==> src/rtl/a2d_scanner.sv <==
// a2d_scanner: round-robin A2D channel sequencer. Takes four conversions per
// enabled channel, stores the truncated mean per channel and exposes the
// stored results through a registered read port. A conversion that never
// completes is abandoned after TMO_CYC wait cycles and flagged on err.
//
//  state   | meaning
//  --------+----------------------------------------------------------------
//  S_IDLE  | not scanning; channel pointer picked up from ch_mask on enable
//  S_START | one-cycle strt_cnv pulse for the channel in ptr
//  S_WAIT  | waiting for cnv_cmplt, timeout down-counter running
//  S_STORE | write mean of 4 samples (unless timed out), advance ptr

module a2d_scanner #(
    parameter int TMO_CYC = 1023
) (
    input  logic        clk,
    input  logic        rst_n,
    input  logic        en,
    input  logic [7:0]  ch_mask,
    output logic        strt_cnv,
    output logic [2:0]  chnnl,
    input  logic        cnv_cmplt,
    input  logic [11:0] res,
    input  logic [2:0]  rd_ch,
    output logic [11:0] rd_data,
    output logic [7:0]  valid,
    output logic        scan_done,
    output logic        err
);

    localparam int TW = $clog2(TMO_CYC + 1);

    typedef enum logic [1:0] {
        S_IDLE,
        S_START,
        S_WAIT,
        S_STORE
    } state_t;

    state_t        r_state;
    logic [2:0]    r_ptr;
    logic [13:0]   r_acc;
    logic [1:0]    r_cnt;
    logic [TW-1:0] r_tmr;
    logic          r_abort;
    logic          r_discard;
    logic          r_strt_cnv;
    logic [2:0]    r_chnnl;
    logic [7:0]    r_valid;
    logic          r_scan_done;
    logic          r_err;
    logic [11:0]   r_rd_data;
    logic [11:0]   r_result [8];

    logic [2:0]    w_adv_ptr;
    logic [2:0]    w_idle_ptr;
    logic          w_quit;

    // Next enabled channel above ptr (wrapping); a lone bit at ptr maps to itself.
    always_comb begin
        w_adv_ptr = r_ptr;
        for (int i = 7; i >= 1; i--) begin
            if (ch_mask[r_ptr + 3'(i)]) begin
                w_adv_ptr = r_ptr + 3'(i);
            end
        end
        w_idle_ptr = ch_mask[r_ptr] ? r_ptr : w_adv_ptr;
        w_quit     = r_abort | ~en;
    end

    // Sequencer FSM with registered outputs.
    always_ff @(posedge clk or negedge rst_n) begin
        if (!rst_n) begin
            r_state     <= S_IDLE;
            r_ptr       <= 3'd0;
            r_acc       <= 14'd0;
            r_cnt       <= 2'd0;
            r_tmr       <= '0;
            r_abort     <= 1'b0;
            r_discard   <= 1'b0;
            r_strt_cnv  <= 1'b0;
            r_chnnl     <= 3'd0;
            r_valid     <= 8'h00;
            r_scan_done <= 1'b0;
            r_err       <= 1'b0;
            for (int i = 0; i < 8; i++) begin
                r_result[i] <= 12'h000;
            end
        end else begin
            r_strt_cnv  <= 1'b0;
            r_scan_done <= 1'b0;
            if (!en) begin
                r_err <= 1'b0;
            end
            case (r_state)
                S_IDLE: begin
                    r_abort   <= 1'b0;
                    r_discard <= 1'b0;
                    r_acc     <= 14'd0;
                    r_cnt     <= 2'd0;
                    if (en && (ch_mask != 8'h00)) begin
                        r_ptr      <= w_idle_ptr;
                        r_chnnl    <= w_idle_ptr;
                        r_strt_cnv <= 1'b1;
                        r_state    <= S_START;
                    end
                end
                S_START: begin
                    if (!en) begin
                        r_abort <= 1'b1;
                    end
                    r_tmr   <= TW'(TMO_CYC - 1);
                    r_state <= S_WAIT;
                end
                S_WAIT: begin
                    if (!en) begin
                        r_abort <= 1'b1;
                    end
                    if (cnv_cmplt) begin
                        if (w_quit) begin
                            r_acc   <= 14'd0;
                            r_cnt   <= 2'd0;
                            r_state <= S_IDLE;
                        end else begin
                            r_acc <= r_acc + {2'b00, res};
                            r_cnt <= r_cnt + 2'd1;
                            if (r_cnt == 2'd3) begin
                                r_state <= S_STORE;
                            end else begin
                                r_strt_cnv <= 1'b1;
                                r_state    <= S_START;
                            end
                        end
                    end else if (r_tmr == '0) begin
                        if (w_quit) begin
                            r_acc   <= 14'd0;
                            r_cnt   <= 2'd0;
                            r_state <= S_IDLE;
                        end else begin
                            // Timed-out channel still advances through STORE so
                            // chnnl only moves there, but nothing is written.
                            r_err     <= 1'b1;
                            r_discard <= 1'b1;
                            r_state   <= S_STORE;
                        end
                    end else begin
                        r_tmr <= r_tmr - 1'b1;
                    end
                end
                S_STORE: begin
                    if (!r_discard) begin
                        r_result[r_ptr] <= r_acc[13:2];
                        r_valid[r_ptr]  <= 1'b1;
                    end
                    r_acc     <= 14'd0;
                    r_cnt     <= 2'd0;
                    r_discard <= 1'b0;
                    if (ch_mask == 8'h00) begin
                        r_state <= S_IDLE;
                    end else begin
                        r_ptr       <= w_adv_ptr;
                        r_chnnl     <= w_adv_ptr;
                        r_scan_done <= (w_adv_ptr <= r_ptr);
                        if (en) begin
                            r_strt_cnv <= 1'b1;
                            r_state    <= S_START;
                        end else begin
                            r_state <= S_IDLE;
                        end
                    end
                end
                default: r_state <= S_IDLE;
            endcase
        end
    end

    // Registered read port; a same-cycle store shows up one cycle later.
    always_ff @(posedge clk or negedge rst_n) begin
        if (!rst_n) begin
            r_rd_data <= 12'h000;
        end else begin
            r_rd_data <= r_result[rd_ch];
        end
    end

    assign strt_cnv  = r_strt_cnv;
    assign chnnl     = r_chnnl;
    assign rd_data   = r_rd_data;
    assign valid     = r_valid;
    assign scan_done = r_scan_done;
    assign err       = r_err;

endmodule

==> config.mk <==
export PLATFORM = sky130hd
export DESIGN_NAME = a2d_scanner
export DESIGN_NICKNAME = d
export VERILOG_FILES = /design/src/rtl/a2d_scanner.sv
export SDC_FILE = /design/constraint.sdc
export NUM_CORES = 1
export LEC_CHECK = 0
export BUFFER_PORTS_ARGS = -buffer_cell sky130_fd_sc_hd__buf_2
export CAP_MARGIN = 20
export CORE_MARGIN = 2
export CORE_UTILIZATION = 30
export DETAILED_ROUTE_END_ITERATION = 6
export GPL_TIMING_DRIVEN = 0
export PLACE_DENSITY = 0.57
export SLEW_MARGIN = 15
export SYNTH_ARGS = -nofsm -noshare
export SYNTH_HDL_FRONTEND = slang
export SYNTH_SLANG_ARGS = --single-unit
==> constraint.sdc <==
create_clock -name clk -period 9.1 [get_ports clk]
set_input_delay 0.455 -clock clk [delete_from_list [all_inputs] [get_ports clk]]
set_output_delay 0.455 -clock clk [all_outputs]
set_load 0.005 [all_outputs]
; After elaboration in Yosys (flattened, before gate mapping)
; Cells that the tools add are included.
[totals]
reg_bits = 152
inputBits = 27
out_inout_bits = 26
word_cells = 160
[op_classes]
n_addsub = 10
n_lt_le_gt_ge = 13
n_eq_ne = 14
n_mux = 77
bitwise_logic = 6
n_reduce_logical = 20
[ops]
columns = operator, count
row1 = bitwise mux 96 bit, 1
row2 = two-way mux 14 bit, 4
row3 = binary-select mux 12 bit (select 3 bit), 1
row4 = demux 12 bit (select 3 bit), 1
row5 = two-way mux 12 bit, 3
row6 = "< comparator 3 x 4 -> 1 bit, second input constant", 8
row7 = two-way mux 3 bit, 10
row8 = two-way mux 1 bit, 28
row9 = case mux 14 bit (2 select lines), 1
row10 = binary-select mux 1 bit (select 3 bit), 8
row11 = two-way mux 10 bit, 2
row12 = two-way mux 2 bit, 10
row13 = case mux 10 bit (2 select lines), 1
row14 = adder 14 x 12 -> 14 bit, 1
row15 = "inequality test 2 bit, second input constant", 7
row16 = "adder 3 bit, second input constant", 4
row17 = zero test 10 bit, 1
row18 = "subtractor 10 x 1 -> 10 bit, second input constant", 1
row19 = "inequality test 3 bit, second input constant", 3
row20 = ">= comparator 4 bit, second input constant", 2
row21 = zero test 8 bit, 1
row22 = inverter 3 -> 4 bit, 2
row23 = OR 8 bit, 1
row24 = case mux 2 bit (4 select lines), 1
row25 = 23 further kinds, 38

; Longest topological paths before layout
; Gate-level depths: netlist (run 1).
[depth]
depth_word = 13
ltp_mapped = 17
ltp_nobuf = 14

; Worst setup path before layout (run 1)
; No wires, ideal clock.
[synth_timing]
path_type = register -> register
start = reg chnnl[1] (netlist name)
end = reg r_scan_done (netlist: scan_done)
setup_ps = 88
arrival_ps = 3367
t_required_ps = 9012
path_slack_ps = 5645
path_stages_with_launch = 15
path_buffers = 3
synth_period_minus_slack_ps = 3455
path_cell_list = dfrtp_1 -> buf_6 -> buf_8 -> inv_1 -> ha_1 -> clkbuf_1 -> mux4_1 -> mux2_2 -> o311ai_0 -> a32oi_1 -> ha_1 -> a21o_1 -> a21oi_1 -> a31oi_1 -> nor3b_1
[synth_rtl]
columns = element, line
row1 = "end signal, assigned", 163  ; r_scan_done <= (w_adv_ptr <= r_ptr);
row2 = "end, declared", 50  ; logic r_scan_done;

==> results.ini, run 1 <==
[status]
status=finished, violations left
violations=negative hold slack

[routing]
vias_per_cell=5.02
drt_wl_total_um=17700
first_iter_violations=238
drtPass1Iterations=5
route.detailed.drc=0
ant_nets=0
wire_per_inst_um=17.2
vias=5153

[floorplan]
ios=53
initial_core_util_pct=30.5
rows=59
die_height_um=167
dieArea_um2=27800
die_width_um=167
core_um2=26100

[yosys]
synth.avg_cell_area_um2=13.0
synth_warnings=0
synthAdderAreaFrac_pct=4.50
synthesis.area_um2=7950
synth.top_cell.area_share_pct=47.8
ys.flop_type=dfrtp_1
synthXorXnorAreaFrac_pct=1.98
syn_inst=611
yosys.area_share.simple_pct=7.49
ys_async_sr_fraction_pct=100
synth_top_family_by_area=multiplexers
ys_top_cells_by_count=dfrtp_1, mux2_2, nand2_1
synth_nets=666
synth-seq-cells=152
ys_seq_area_share_pct=47.8
synth-edff-count=0
yosysMostFrequentCell=dfrtp_1
synth_cell_type_count=65
synth_area_leaders=dfrtp_1, mux2_2, mux4_2
synthMuxAreaShare_pct=27.1
synth_top_area_cell=dfrtp_1
synth-compound-area-share_pct=8.37

[power]
peakVddDrop_uv=108
p_leak_nw=4.26
clockPowerShare_pct=25.7
power.density_nw_per_um2=290
switching_power_mw=0.946
pwr-share-seq_pct=35.0
switching_share_pct=35.4
p_comb_share_pct=39.3
internal_power_mw=1.73

[setup_path]
crit_path_frequent_cell=ha_1
cp_slowest_cell=mux4_1
cpPeakStageDelay_ns=0.60
rr_endpoint=scan_done
crit_arrival_ns=4.29
cp_cell_sequence=buf_6 -> buf_8 -> inv_1 -> ha_1 -> clkbuf_1 -> mux4_1 -> mux2_2 -> o311ai_0 -> a32oi_1 -> ha_1 -> a21o_1 -> a21oi_1 -> a31oi_1 -> nor3b_1
startpoint_type=register
r2r-start=chnnl[1]
required_ns=9.43
setup.worst_path.class=register to register
reg2reg_slack_ns=5.14
r2r_cells=14
end_kind=register
cp_max_fo=10

[final_layout]
area_delta_synth_final_pct=16.1
finalNonFillerCells=1027
fin_area_um2=9230
n_antenna_cell=0
drive_above_1_share_pct=34.7
nets=736

[place]
dpl-instance-area_um2=8660
dp.cells=997
place.port_buffers=50
detailed_place_hpwl_um=12400
routabilityCongestion=0.780

[global_routing]
grt_pass1_vias=5428
grt-ovfl-total=0
antenna_found_initial=0
grt_pass1_wl_um=29200
grt_usage_pct=13.2
grt_start_max_net_pins=80

[sta]
hold_viol=7
min_period_over_period_pct=43.5
fin_hold_ws_ns=-0.0109
worst_pin_slew_ns=1.03
slew_headroom_pct=31.4
clock.fmax_mhz=253
rsz0062_at_grt=no
slew_violations=0
setup_viol=0
tns_ns=0
period_needed_ns=3.96
skew_ns=0.0109

[cts]
clock_path_buffers=2
cts_hold_buf=0
insertion_delay_ns=0.42
cts_root_buffer=clkbuf_16
cts_buffers=17
cts_setup_buffers=0
cts_resized=0
cts.sinks=152
cts_tree=yes
path_clk_slew_ns=0.06
cts_max_level=4

[min_path]
hold_path_class=input port to asynchronous set/reset pin

[job]
maxCapViolCount=0

==> power by group through the flow <==
stage | registers, mW | clock network, mW | logic [mW]
6_report | 0.936 | 0.688 | 1.05
5_1_grt | 0.958 | 0.732 | 1.17
4_1_cts | 0.936 | 0.705 | 1.06
3_5_place_dp | 0.948 | 0 | 1.05
3_3_place_gp | 0.945 | 0 | 1.04
2_1_floorplan | 0.914 | 0 | 0.799
==> worst max-delay path by stage <==
stage,endpoint,slack (ns),startpoint
finish,scan_done,5.14,chnnl[1]
global route,scan_done,4.88,chnnl[1]
CTS,scan_done,5.13,chnnl[1]
detailed placement,scan_done,5.15,chnnl[1]
global placement,scan_done,5.19,chnnl[1]
floorplan,scan_done,5.64,chnnl[1]
==> layer usage <==
metal  vias to the layer above  global-route usage (%)  routed length (um)
met5                         -                       0                   0
met4                         0                    3.97                 232
met3                        13                    2.42                 431
met2                        75                    21.8                8590
met1                      2636                    17.6                8430
li1                       2429                       -                   -
==> worst max-delay path, delay by kind of cell (launching register included) <==
| kind | cells | cell delay [ns] |
|---|---|---|
| AO/OA/AOI/OAI | 5 | 0.86 |
| adder cells (fa/ha/maj) | 2 | 0.64 |
| buffers and inverters | 4 | 0.78 |
| flip-flops | 1 | 0.49 |
| multiplexers | 2 | 0.93 |
| AND/OR/NAND/NOR | 1 | 0.18 |
==> state kept, by name, indices dropped and copies added (netlist names) <==
name	flops
chnnl	3
err	1
r_abort	1
r_acc	14
r_cnt	2
r_discard	1
r_result	96
r_state	2
r_tmr	10
rd_data	12
scan_done	1
strt_cnv	1
valid	8
==> final cells by class <==
type                            instances  area [um2]
Fill cell                            2557       16800
Multi-Input combinational cell        410        3930
Sequential cell                       152        3800
Clock buffer                           22         484
Tap cell                              335         419
Timing Repair Buffer                   51         288
Buffer                                 30         143
Clock inverter                          8        86.3
Inverter                               19        71.3
==> kinds of logic (layout without fill, tap and decap cells) <==
kind of cell,after synthesis,count (layout)
adders and majority gates,28,28
buffers and inverters,49,130
DFF,152,152
and+or+nand+nor,113,113
AOI/OAI and AO/OA,96,96
xor gates and xnor gates,18,18
muxes,155,155
==> stage by stage <==
step	utilization, %	total power [mW]	worst slack, ns	hold slack, ns
floorplan	-	1.71	5.64	0.159
detailed placement	33.2	2.00	5.15	0.447
global placement	33.1	1.98	5.19	0.446
CTS	35.4	2.70	5.13	0.00545
finish	35.4	2.68	5.14	-0.0109
global route	35.4	2.86	4.88	0.0284
==> layout by cell type (no fill, tap or decap), types with 5 or more instances in the layout <==
master	count
a21o_1	9
a21oi_1	18
buf_2	52
clkbuf_1	21
clkbuf_16	17
dfrtp_1	152
ha_1	27
inv_1	18
mux2_2	109
mux2i_1	8
mux4_2	33
nand2_1	39
nand2b_1	10
nand3_1	5
nor2_1	13
nor3_1	9
nor3b_1	5
o21ai_0	15
o21ai_1	6
o31ai_1	8
or2_2	6
xnor2_1	12
xor2_1	6
No activity file was read; power rests on OpenSTA's default activity.
==> inputs of run 2 (changes only) <==
==> constraint.sdc (replaced) <==
create_clock -name clk -period 3.7 [get_ports clk]
set_input_delay 0.185 -clock clk [delete_from_list [all_inputs] [get_ports clk]]
set_output_delay 0.185 -clock clk [all_outputs]
set_load 0.005 [all_outputs]
==> results.ini, run 2 (synthesis results as in run 1) <==
[sta]
slew_headroom_pct=31.9  ; +0.43 points
hold_viol=0  ; -7
worst_pin_slew_ns=1.02  ; -0.00651 ns
skew_ns=0.0109  ; -0.00000270 ns
fin_hold_ws_ns=0.0384  ; +0.0494 ns
worst_slack_ns=0.143  ; -5.00 ns
setup_viol=0  ; unchanged
min_period_over_period_pct=96.1  ; +53 points
period_needed_ns=3.56  ; -0.403 ns
slew_violations=0  ; unchanged
clock.fmax_mhz=281  ; +11%

[routing]
vias_per_cell=5.03  ; +0.15%
wire_per_inst_um=17.2  ; about the same
vias=5186  ; +0.64%
first_iter_violations=205  ; -14%
ant_nets=0  ; unchanged
route.detailed.drc=0  ; unchanged
drtPass1Iterations=5  ; unchanged
drt_wl_total_um=17800  ; +0.57%

[setup_path]
setup.worst_path.class=register to register
cpPeakStageDelay_ns=0.55  ; -0.05 ns
end_kind=register
required_ns=4.03  ; -5.40 ns
cp_max_fo=10  ; unchanged
crit_start=chnnl[1]
r2r-start=chnnl[1]
startpoint_type=register
crit_arrival_ns=3.89  ; -0.40 ns
reg2reg_slack_ns=0.14  ; -5.00 ns
rr_endpoint=scan_done
r2r_cells=13  ; -1
cp_cell_sequence=buf_6 -> buf_8 -> clkinvlp_4 -> ha_4 -> mux4_1 -> mux2_2 -> o311ai_1 -> a32oi_1 -> ha_1 -> a21o_1 -> a21oi_1 -> a31oi_1 -> nor3b_1
cp_slowest_cell=mux4_1

[global_routing]
grt_start_max_net_pins=80  ; unchanged
grt_usage_pct=13.2  ; about the same
grt-ovfl-total=0  ; unchanged
antenna_found_initial=0  ; unchanged
grt_pass1_wl_um=29100  ; about the same
grt_pass1_vias=5428  ; unchanged

[final_layout]
largest_reg_flops=96  ; unchanged
regMostFlops=r_result
utilization_pct=35.8  ; +0.36 points
drive_above_1_share_pct=36.4  ; +1.8 points
final_cell_mix=dfrtp_1, mux2_2, buf_2, nand2_1, mux4_2
n_antenna_cell=0  ; unchanged
finalNonFillerCells=1032  ; +0.49%
nets=741  ; +0.68%
area_delta_synth_final_pct=17.3
final_common_cell=dfrtp_1

[floorplan]
die_width_um=167  ; unchanged
core_um2=26100  ; unchanged
rows=59  ; unchanged
dieArea_um2=27800  ; unchanged
ios=53  ; unchanged
initial_core_util_pct=30.5  ; unchanged
die_height_um=167  ; unchanged

[cts]
cts.sinks=152  ; unchanged
path_clk_slew_ns=0.06  ; about the same
cts_max_level=4  ; unchanged
cts_buffers=17  ; unchanged
cts_root_buffer=clkbuf_16
cts_tree=yes
clock_path_buffers=2  ; unchanged
insertion_delay_ns=0.42  ; about the same

[place]
place.port_buffers=50  ; unchanged
detailed_place_hpwl_um=12400  ; unchanged
dpl_worst_slack_ns=-0.253  ; -5.40 ns
routabilityCongestion=0.780  ; unchanged
dp.cells=997  ; unchanged

[status]
status=completed

[min_path]
worst_hold_startpoint=en
whs_endpoint=err
holdPathStages=2
hold_path_class=input port to register

[power]
power.density_nw_per_um2=724  ; +150%
p_leak_nw=4.28  ; +0.45%
peakVddDrop_uv=264  ; +140%

[job]
maxCapViolCount=0  ; unchanged

[run 2: cell types whose count changed in the layout (fill, tap and decap cells not counted), moves of 2 or more]
cell / previous run / this run
ha_1: 27 / 25
ha_4: 0 / 2
mux2i_1: 8 / 4
buf_4: 0 / 6
clkbuf_1: 21 / 19
mux2i_2: 0 / 4
[run 2: worst max path at each step]
stage	slack, ns	cells past startpoint	endpoint
finish	0.14	13	scan_done
CTS	0.08	14	scan_done
detailed placement	-0.25	14	scan_done
global placement	-0.21	14	scan_done
global route	-0.02	13	scan_done
floorplan	0.24	14	scan_done
[run 2: per-stage QoR]
| stage | instance area [um2] | TNS, ns | total power, mW |
|---|---|---|---|
| 2_1_floorplan | 7950 | 0 | 4.21 |
| 5_1_grt | 9320 | -0.0244 | 7.21 |
| 3_5_place_dp | 8660 | -0.253 | 4.92 |
| 6_report | 9320 | 0 | 6.75 |
| 3_3_place_gp | 8620 | -0.206 | 4.88 |
| 4_1_cts | 9250 | 0 | 6.67 |
[run 2: critical path, delay by kind of cell, from the launching register on]
kind | cells | cell delay (ns)
buffers and inverters | 3 | 0.48
DFF | 1 | 0.41
adders and majority gates | 2 | 0.68
and+or+nand+nor | 1 | 0.17
muxes | 2 | 0.89
AOI/OAI and AO/OA | 5 | 0.85
[run 2: metal layers]
metal	wire (um)	vias up	GRT usage (%)	share of wire, %
met5	0	-	0	0
met4	270	0	3.97	1.5
met3	542	17	2.42	3.0
met2	8650	88	21.8	49
met1	8330	2641	17.6	47
li1	-	2440	-	-
[run 2: layout make-up]
cell class,count,area (um2)
plain buffers,28,138
clock buffers,22,484
clock inverters,8,86.3
fillers,2545,16700
inverters,19,75.1
multi-input cells,410,3970
flip-flops and latches,152,3800
well taps,335,419
repair buffers,58,343
[run 2: where the power goes]
part,switching [mW],internal (mW)
Clock,0.693,0.999
Sequential,0.267,2.03
Combinational,1.42,1.34
Total,2.38,4.37
[run 2: repair_timing]
action | CTS | global route
cloned | 0 | 0
pin swaps | 0 | 1
hold buffers | 1 | 0
endpoints found under the hold margin | 73 | 0
gates resized for setup | 4 | 8
endpoints found under the setup margin | 1 | 1
buffers inserted | 0 | 6
==> inputs of run 3 (changes only) <==
--- a/config.mk
+++ b/config.mk
@@ -8,10 +8,10 @@
 export BUFFER_PORTS_ARGS = -buffer_cell sky130_fd_sc_hd__buf_2
 export CAP_MARGIN = 20
 export CORE_MARGIN = 2
-export CORE_UTILIZATION = 30
+export CORE_UTILIZATION = 45
 export DETAILED_ROUTE_END_ITERATION = 6
 export GPL_TIMING_DRIVEN = 0
-export PLACE_DENSITY = 0.57
+export PLACE_DENSITY = 0.74
 export SLEW_MARGIN = 15
 export SYNTH_ARGS = -nofsm -noshare
 export SYNTH_HDL_FRONTEND = slang
==> results.ini, run 3 (synthesis results as in run 1) <==
[status]
status=completed

[cts]
cts_tree=yes
cts.sinks=152  ; unchanged
insertion_delay_ns=0.43  ; about the same
clock_path_buffers=2  ; unchanged
cts_buffers=17  ; unchanged
cts_max_level=4  ; unchanged
cts_root_buffer=clkbuf_16
path_clk_slew_ns=0.06  ; about the same

[global_routing]
grt_pass1_wl_um=29200  ; +0.33%
grt_usage_pct=20.4  ; +7.2 points
grt_start_max_net_pins=92  ; +15%
grt-ovfl-total=0  ; unchanged
antenna_found_initial=1  ; +1
grt_pass1_vias=5657  ; +4.2%

[sta]
slew_headroom_pct=30.2  ; -1.6 points
hold_viol=0  ; unchanged
slew_violations=0  ; unchanged
setup_viol=0  ; unchanged
skew_ns=0.0140  ; +0.00310 ns
worst_slack_ns=0.151  ; +0.00765 ns
clock.fmax_mhz=282  ; +0.22%
period_needed_ns=3.55  ; -0.00765 ns
min_period_over_period_pct=95.9  ; -0.21 points
worst_pin_slew_ns=1.05  ; +0.0246 ns

[floorplan]
dieArea_um2=18700  ; -33%
ios=53  ; unchanged
core_um2=17300  ; -34%
die_width_um=137  ; -18%
initial_core_util_pct=46.0  ; +15 points
die_height_um=137  ; -18%
rows=48  ; -19%

[setup_path]
setup.worst_path.class=register to register
required_ns=4.05  ; +0.02 ns
end_kind=register
rr_endpoint=scan_done
cp_slowest_cell=mux4_1
crit_start=chnnl[1]
reg2reg_slack_ns=0.15  ; about the same
r2r_cells=13  ; unchanged
startpoint_type=register
r2r-start=chnnl[1]
cpPeakStageDelay_ns=0.58  ; +0.03 ns
cp_max_fo=10  ; unchanged
crit_arrival_ns=3.90  ; about the same
cp_cell_sequence=buf_6 -> buf_8 -> clkinvlp_4 -> ha_4 -> mux4_1 -> mux2_2 -> o311ai_1 -> a32oi_1 -> ha_1 -> a21o_1 -> a21oi_1 -> a31oi_1 -> nor3b_1

[final_layout]
fin_area_um2=9160  ; -1.7%
multi_input_comb_area_um2=3970  ; unchanged
largest_reg_flops=96  ; unchanged
utilization_pct=53.0  ; +17 points
nFillCells=1432  ; -44%
ff_latch_area_um2=3800  ; unchanged
area_delta_synth_final_pct=15.3
final_common_cell=dfrtp_1
final_cell_mix=dfrtp_1, mux2_2, buf_2, nand2_1, mux4_2
nets=740  ; -0.13%
drive_above_1_share_pct=36.7  ; +0.23 points
regMostFlops=r_result

[routing]
route.detailed.drc=0  ; unchanged
drt_wl_total_um=17900  ; +0.70%
vias_per_cell=5.89  ; +17%
wire_per_inst_um=19.4  ; +12%
drtPass1Iterations=5  ; unchanged
first_iter_violations=308  ; +50%
ant_nets=0  ; unchanged
vias=5446  ; +5.0%

[power]
pwr-share-seq_pct=34.1  ; about the same
clockPowerShare_pct=23.9  ; -1.2 points
switching_power_mw=2.47  ; +3.8%
switching_share_pct=36.5  ; +1.3 points
p_leak_nw=4.26  ; -0.33%
total_power_mw=6.76  ; +0.16%
p_comb_share_pct=41.9  ; +1.0 points
peakVddDrop_uv=393  ; +49%
power.density_nw_per_um2=738  ; +1.9%
internal_power_mw=4.29  ; -1.8%

[place]
dpl_worst_slack_ns=-0.255  ; -0.00277 ns
detailed_place_hpwl_um=12400  ; +0.29%
dpl-instance-area_um2=8520  ; -1.6%
place.port_buffers=50  ; unchanged
routabilityCongestion=0.868  ; +11%

[min_path]
hold_path_class=input port to register
holdPathStages=2  ; unchanged
worst_hold_startpoint=en
whs_endpoint=err

[job]
maxCapViolCount=0  ; unchanged

[run 3: cell types whose count changed in the layout (fill, tap and decap cells not counted), sizes merged]
cell,delta
bufinv,-1
clkbuf,-3
clkinv,+3
clkinvlp,+2
diode,+1
[run 3: layer usage]
metal / GRT usage (%) / up-vias / share of wire (%)
met5: 0 / - / 0
met4: 7.27 / 0 / 1.7
met3: 4.41 / 29 / 4.4
met2: 33.8 / 173 / 49
met1: 26.5 / 2783 / 45
li1: - / 2461 / -
[run 3: layout make-up]
class | instances | area share [%]
diodes | 1 | 0.0273
plain buffers | 28 | 1.47
clock buffers | 20 | 5.09
clock inverters | 12 | 0.970
inverters | 19 | 0.819
multi-input cells | 410 | 43.4
flip-flops and latches | 152 | 41.5
well taps | 225 | 3.07
repair buffers | 57 | 3.66
[run 3: repair_timing]
| action | 4_1_cts | 5_1_grt |
|---|---|---|
| buffers inserted | 0 | 5 |
| pin swaps | 0 | 1 |
| resized for setup | 3 | 8 |
| hold buffers | 1 | 0 |
| hold endpoints to repair | 61 | 0 |
| endpoints found under the setup margin | 1 | 1 |
[run 3: how the worst max path moves through the flow]
stage	to	slack, ns	cells after the start
floorplan	scan_done	0.24	14
global placement	scan_done	-0.21	14
detailed placement	scan_done	-0.26	14
CTS	scan_done	0.02	13
global route	scan_done	-0.03	13
finish	scan_done	0.15	13
[run 3: stage by stage]
step           instances  setup TNS, ns  hold slack, ns
3_5_place_dp         887         -0.255           0.153
5_1_grt              923        -0.0313          0.0402
4_1_cts              918              0          0.0343
6_report             924              0          0.0356
2_1_floorplan        611              0          -0.111
3_3_place_gp         886         -0.214           0.448
[run 3: power groups by stage]
stage | registers [mW] | logic, mW | clock network (mW)
3_3_place_gp | 2.29 | 2.49 | 0
5_1_grt | 2.36 | 3.07 | 1.72
4_1_cts | 2.31 | 2.64 | 1.65
3_5_place_dp | 2.33 | 2.61 | 0
6_report | 2.31 | 2.83 | 1.62
2_1_floorplan | 2.25 | 1.97 | 0
[run 3: worst max-delay path: cells and delay by family, from the launching register on]
| kind | cells | cell delay (ns) |
|---|---|---|
| flip-flops | 1 | 0.41 |
| multiplexers | 2 | 0.92 |
| buffers and inverters | 3 | 0.49 |
| AO/OA/AOI/OAI | 5 | 0.75 |
| adder cells (fa/ha/maj) | 2 | 0.70 |
| AND/OR/NAND/NOR | 1 | 0.17 |
